--- config.mk ---
export PLATFORM = sky130hd
export DESIGN_NAME = wb_la_initiator
export DESIGN_NICKNAME = d
export VERILOG_FILES = /design/src/rtl/wb_la_initiator_pkg.sv /design/src/rtl/wb_timeout_counter.sv /design/src/rtl/wb_la_initiator.sv
export SDC_FILE = /design/constraint.sdc
export NUM_CORES = 1
export LEC_CHECK = 0
export ABC_AREA = 1
export BUFFER_PORTS_ARGS = -buffer_cell sky130_fd_sc_hd__buf_2
export CORE_MARGIN = 1
export CORE_UTILIZATION = 42
export CTS_BUF_LIST = sky130_fd_sc_hd__clkbuf_8
export CTS_CLUSTER_DIAMETER = 100
export DETAILED_ROUTE_END_ITERATION = 8
export PLACE_DENSITY = 0.88
export REMOVE_ABC_BUFFERS = 1
export SETUP_SLACK_MARGIN = 0.15
export SLEW_MARGIN = 25
export SYNTH_ARGS = -nofsm -noshare
export SYNTH_HDL_FRONTEND = slang
export SYNTH_SLANG_ARGS = --single-unit
--- constraint.sdc ---
create_clock -name wb_clk_i -period 1.2 [get_ports wb_clk_i]
set_clock_uncertainty 0.1 [all_clocks]
set_input_delay 0.18 -clock wb_clk_i [delete_from_list [all_inputs] [get_ports wb_clk_i]]
set_output_delay 0.18 -clock wb_clk_i [all_outputs]
set_load 0.02 [all_outputs]
--- src/rtl/wb_la_initiator_pkg.sv ---
// Shared types and defaults for the Wishbone logic-analyzer initiator.
package wb_la_initiator_pkg;

  typedef enum logic [1:0] {
    StIdle = 2'd0,
    StReq  = 2'd1,
    StResp = 2'd2
  } state_e;

  localparam int unsigned DefaultTimeout = 255;

endpackage

--- src/rtl/wb_timeout_counter.sv ---
// Saturating REQ-phase counter; flags expiry on the last permitted wait cycle.
module wb_timeout_counter #(
  parameter int unsigned LIMIT = 255
) (
  input  logic i_clk,
  input  logic i_rst,
  input  logic i_clr,
  input  logic i_en,
  output logic o_expired
);

  localparam int unsigned CntW = $clog2(LIMIT + 1);

  logic [CntW-1:0] r_cnt;

  always_ff @(posedge i_clk) begin
    if (i_rst || i_clr) begin
      r_cnt <= '0;
    end else if (i_en && !o_expired) begin
      r_cnt <= r_cnt + 1'b1;
    end
  end

  assign o_expired = (r_cnt == CntW'(LIMIT - 1));

endmodule

--- src/rtl/wb_la_initiator.sv ---
// Single-outstanding Wishbone classic initiator behind a cmd/rsp handshake.
// Optional ack timeout enabled by defining WB_LA_INITIATOR_TIMEOUT_EN.
module wb_la_initiator
  import wb_la_initiator_pkg::*;
#(
  parameter int unsigned ADR_W   = 32,
  parameter int unsigned DAT_W   = 32,
  parameter int unsigned TIMEOUT = DefaultTimeout
) (
  input  logic               wb_clk_i,
  input  logic               wb_rst_i,
  input  logic               cmd_valid,
  output logic               cmd_ready,
  input  logic               cmd_we,
  input  logic [DAT_W/8-1:0] cmd_sel,
  input  logic [ADR_W-1:0]   cmd_adr,
  input  logic [DAT_W-1:0]   cmd_wdata,
  output logic               rsp_valid,
  input  logic               rsp_ready,
  output logic [DAT_W-1:0]   rsp_rdata,
  output logic               rsp_err,
  output logic               wbm_cyc_o,
  output logic               wbm_stb_o,
  output logic               wbm_we_o,
  output logic [DAT_W/8-1:0] wbm_sel_o,
  output logic [ADR_W-1:0]   wbm_adr_o,
  output logic [DAT_W-1:0]   wbm_dat_o,
  input  logic               wbm_ack_i,
  input  logic [DAT_W-1:0]   wbm_dat_i
);

  state_e r_state, w_state_next;

  logic               r_cyc;
  logic               r_we;
  logic [DAT_W/8-1:0] r_sel;
  logic [ADR_W-1:0]   r_adr;
  logic [DAT_W-1:0]   r_wdata;
  logic               r_rsp_valid;
  logic [DAT_W-1:0]   r_rdata;
  logic               w_accept;
  logic               w_req;
  logic               w_timeout;

  assign cmd_ready = (r_state == StIdle) && !wb_rst_i;
  assign w_accept  = cmd_valid && cmd_ready;
  assign w_req     = (r_state == StReq);

`ifdef WB_LA_INITIATOR_TIMEOUT_EN
  logic r_err;
  logic w_expired;

  wb_timeout_counter #(
    .LIMIT (TIMEOUT)
  ) u_timeout (
    .i_clk     (wb_clk_i),
    .i_rst     (wb_rst_i),
    .i_clr     (w_accept),
    .i_en      (w_req && !wbm_ack_i),
    .o_expired (w_expired)
  );

  assign w_timeout = w_req && w_expired;
  assign rsp_err   = r_err;
`else
  assign w_timeout = 1'b0;
  assign rsp_err   = 1'b0;
`endif

  always_comb begin
    w_state_next = r_state;
    unique case (r_state)
      StIdle:  if (w_accept) w_state_next = StReq;
      StReq:   if (wbm_ack_i || w_timeout) w_state_next = StResp;
      StResp:  if (rsp_ready) w_state_next = StIdle;
      default: w_state_next = StIdle;
    endcase
  end

  always_ff @(posedge wb_clk_i) begin
    if (wb_rst_i) r_state <= StIdle;
    else          r_state <= w_state_next;
  end

  // Bus attributes stay at their last values once the cycle ends; only cyc/stb drop.
  always_ff @(posedge wb_clk_i) begin
    if (wb_rst_i) begin
      r_cyc       <= 1'b0;
      r_we        <= 1'b0;
      r_sel       <= '0;
      r_adr       <= '0;
      r_wdata     <= '0;
      r_rsp_valid <= 1'b0;
      r_rdata     <= '0;
`ifdef WB_LA_INITIATOR_TIMEOUT_EN
      r_err       <= 1'b0;
`endif
    end else begin
      unique case (r_state)
        StIdle: begin
          if (w_accept) begin
            r_cyc   <= 1'b1;
            r_we    <= cmd_we;
            r_sel   <= cmd_sel;
            r_adr   <= cmd_adr;
            r_wdata <= cmd_wdata;
          end
        end
        StReq: begin
          // Ack takes priority over a timeout expiring on the same edge.
          if (wbm_ack_i) begin
            r_cyc       <= 1'b0;
            r_rdata     <= r_we ? '0 : wbm_dat_i;
            r_rsp_valid <= 1'b1;
`ifdef WB_LA_INITIATOR_TIMEOUT_EN
            r_err       <= 1'b0;
`endif
          end else if (w_timeout) begin
            r_cyc       <= 1'b0;
            r_rdata     <= '0;
            r_rsp_valid <= 1'b1;
`ifdef WB_LA_INITIATOR_TIMEOUT_EN
            r_err       <= 1'b1;
`endif
          end
        end
        StResp: begin
          if (rsp_ready) r_rsp_valid <= 1'b0;
        end
        default: ;
      endcase
    end
  end

  assign rsp_valid = r_rsp_valid;
  assign rsp_rdata = r_rdata;
  assign wbm_cyc_o = r_cyc;
  assign wbm_stb_o = r_cyc;
  assign wbm_we_o  = r_we;
  assign wbm_sel_o = r_sel;
  assign wbm_adr_o = r_adr;
  assign wbm_dat_o = r_wdata;

endmodule

==> out/results.txt <==
top cells by area, synth -> dfxtp_1, nand2_1, nand3_1, inv_1, nor2_1
Final Hold Viols -> 1
Worst VDD drop -> 0.761 mV
Syn. warnings -> 0
f_max -> 0.658 GHz
worst min path class -> input port to flip-flop
row count -> 36
largest net degree at the start of global routing -> 57
maximum clock path buffer count -> 2
ant diodes -> 0
sequential cell area fraction in the yosys report -> 50.3%
post-synth top area cell -> dfxtp_1
post-detail-place hpwl -> 7.74 mm
Die W -> 102 um
clock slew at reported path FFs -> 0.10 ns
ys async rst share -> 0%
Sw Share -> 32.3%
clock share of power -> 23.7%
worst hold slack -> -0.0260 ns
Overflow after GRT -> 0
CP arrival -> 1.73 ns
worst hold path depth -> 2
Post-synth EDFFs -> 0
layout cells sized above 1 -> 58.2%
most frequent cell after synthesis -> nand2_1
DRC violations left -> 0
fin cells -> 1046
Yosys reg bits -> 105
Logic pwr share -> 32.8%
Setup CP Type -> flip-flop to flip-flop
Hold EP -> r_state[1]
DR vias -> 5816
setup violators final -> 106
average via count per standard cell -> 5.56
Hold Startpoint -> wb_rst_i
io pins -> 212
dpl cells -> 896
vias in the first global route -> 4840
DP Area -> 5430 sq um
worst setup margin -> -0.319 ns
Leakage -> 4.21 nW
RSZ-0062 raised after global routing -> yes
port bufs -> 210
first drt pass iteration count -> 5
wire per inst -> 21.1 um
DIE HEIGHT -> 102 um
dpl ws -> -0.102 ns
cell-internal power -> 6.33 mW
Post-Route WL -> 22.0 mm
fin crit period -> 1.52 ns
CTS tree -> done
reg-to-reg slack, setup -> -0.32 ns
GP Congestion -> 0.723
Cell variety after synth -> 17
Max Cap Violations -> 0
Post-Syn Area -> 4180 sq um
Pwr Density -> 1100 nW/um^2
drt first-iter violations -> 382
CP Launch Type -> flip-flop
initial antenna violation count -> 0
RR Startpoint -> r_state[1]
global-route wire length before repair -> 23.7 mm
period utilization -> 127%
NumNets Final -> 1015
Sequential Power Share -> 43.5%
Syn-to-layout area delta -> 103%
Setup TNS -> -24.30 ns
R2R depth -> 6
DR WL met2 -> 10.7 mm
CP Max Fanout -> 12
Clock Sinks -> 105
Overall Power -> 9.35 mW
Synth top area share -> 50.3%
Cells after Synth -> 573
WL met1 -> 7.33 mm
full die area -> 10400 sq um
Synth Flop Type -> dfxtp_1
Placeable Area -> 9680 sq um
RR Endpoint -> wbm_dat_o[26]
Layout Utilization -> 87.7%
# hold bufs at CTS -> 69
synthesized area per cell -> 7.29 sq um
Max H-tree Level -> 3
Required @ worst endpoint -> 1.41 ns
max-slew violation total from the final report -> 0
fin area -> 8490 sq um
TritonCTS buffer count -> 9
failing checks -> hold timing, setup timing
Initial Util -> 43.1%
post-route ant nets -> 0
Critical Path End Type -> flip-flop
Synth top cells by count -> nand2_1, nand3_1, dfxtp_1
worst-skew pair later-pin latency -> 0.37 ns
CTS root buf -> clkbuf_8
status -> finished with violations
P_sw -> 3.02 mW
Top Metal Used -> met4
Total GRT Usage -> 30.2%
met3 WL post-DR -> 2.32 mm
-- cell usage in the layout (no fill, tap or decap) --
| cell | n |
|---|---|
| nand3_1 | 93 |
| o21ai_0 | 1 |
| buf_16 | 8 |
| o21ai_2 | 1 |
| clkbuf_16 | 6 |
| nand2_2 | 38 |
| dlygate4sd3_1 | 69 |
| nand3_2 | 45 |
| nand2_4 | 15 |
| inv_1 | 40 |
| a21oi_2 | 2 |
| nor2_2 | 3 |
| dfxtp_2 | 100 |
| conb_1 | 1 |
| nand3b_1 | 1 |
| bufinv_16 | 1 |
| buf_8 | 2 |
| inv_8 | 1 |
| buf_6 | 113 |
| nor3_4 | 1 |
| clkinv_4 | 1 |
| inv_2 | 2 |
| buf_2 | 105 |
| buf_4 | 51 |
| clkbuf_8 | 10 |
| dfxtp_4 | 5 |
| nand3_4 | 5 |
| buf_12 | 15 |
| nor2_4 | 1 |
| nand2_1 | 147 |
| nor2_1 | 30 |
-- flip-flops by register name, summed over array words and instances (netlist names) --
register / count
rsp_valid: 1
wbm_dat_o: 32
r_state: 2
wbm_we_o: 1
wbm_sel_o: 4
wbm_adr_o: 32
rsp_rdata: 32
wbm_cyc_o: 1
-- final cells by class --
class / instances / area [sq um]
Clock buffer: 10 / 138
Clock inverter: 5 / 50.0
Fill cell: 405 / 1190
Inverter: 40 / 158
Multi-Input combinational cell: 384 / 2160
Sequential cell: 105 / 2250
Tap cell: 133 / 166
Timing Repair Buffer: 369 / 3570
-- logic make-up (layout without fill, tap and decap cells) --
kind of cell / Yosys count / in the layout / synth area share, %
other cells: 1 / 1 / 0.0898
compound gates: 4 / 4 / 0.479
simple gates: 379 / 379 / 39.0
buf+inv: 84 / 424 / 10.2
flops: 105 / 105 / 50.3
-- worst max path at each step --
stage / startpoint / endpoint / slack [ns] / cells after the start
floorplan: wb_rst_i / wbm_adr_o[0] / -0.99 / 4
global placement: r_state[1] / wbm_sel_o[0] / -0.11 / 5
detailed placement: r_state[1] / wbm_sel_o[0] / -0.10 / 5
CTS: r_state[0] / cmd_ready / -0.27 / 3
global route: r_state[1] / wbm_adr_o[29] / -0.37 / 6
finish: r_state[1] / wbm_dat_o[26] / -0.32 / 6
-- per-layer routing --
layer / vias to the layer above / global-route usage (%)
li1: 2481 / -
met1: 2671 / 34.1
met2: 512 / 51.0
met3: 152 / 7.18
met4: 0 / 20.0
met5: - / 0
-- power by group through the flow --
| stage | registers, mW | logic [mW] | clock network, mW |
|---|---|---|---|
| detailed placement | 3.97 | 1.67 | 0 |
| global route | 4.08 | 3.19 | 2.36 |
| finish | 4.07 | 3.07 | 2.22 |
| CTS | 3.94 | 2.24 | 2.19 |
| floorplan | 4.31 | 0.528 | 0 |
| global placement | 3.97 | 1.65 | 0 |
-- critical path, stage by stage, from the launching register on --
cell,delay [ns]
dfxtp_4,0.38
nor3_4,0.23
buf_12,0.15
buf_6,0.19
buf_12,0.15
nand3_1,0.12
nand2_1,0.13
-- what timing repair did --
item / 4_1_cts / 5_1_grt
setup buffers: 12 / 39
pin swaps: 2 / 72
gates cloned: 9 / 6
setup endpoints to repair: 210 / 210
resized for setup: 163 / 318
hold endpoints to repair: 71 / 1
Note: power is estimated with default switching activity, not from simulation.
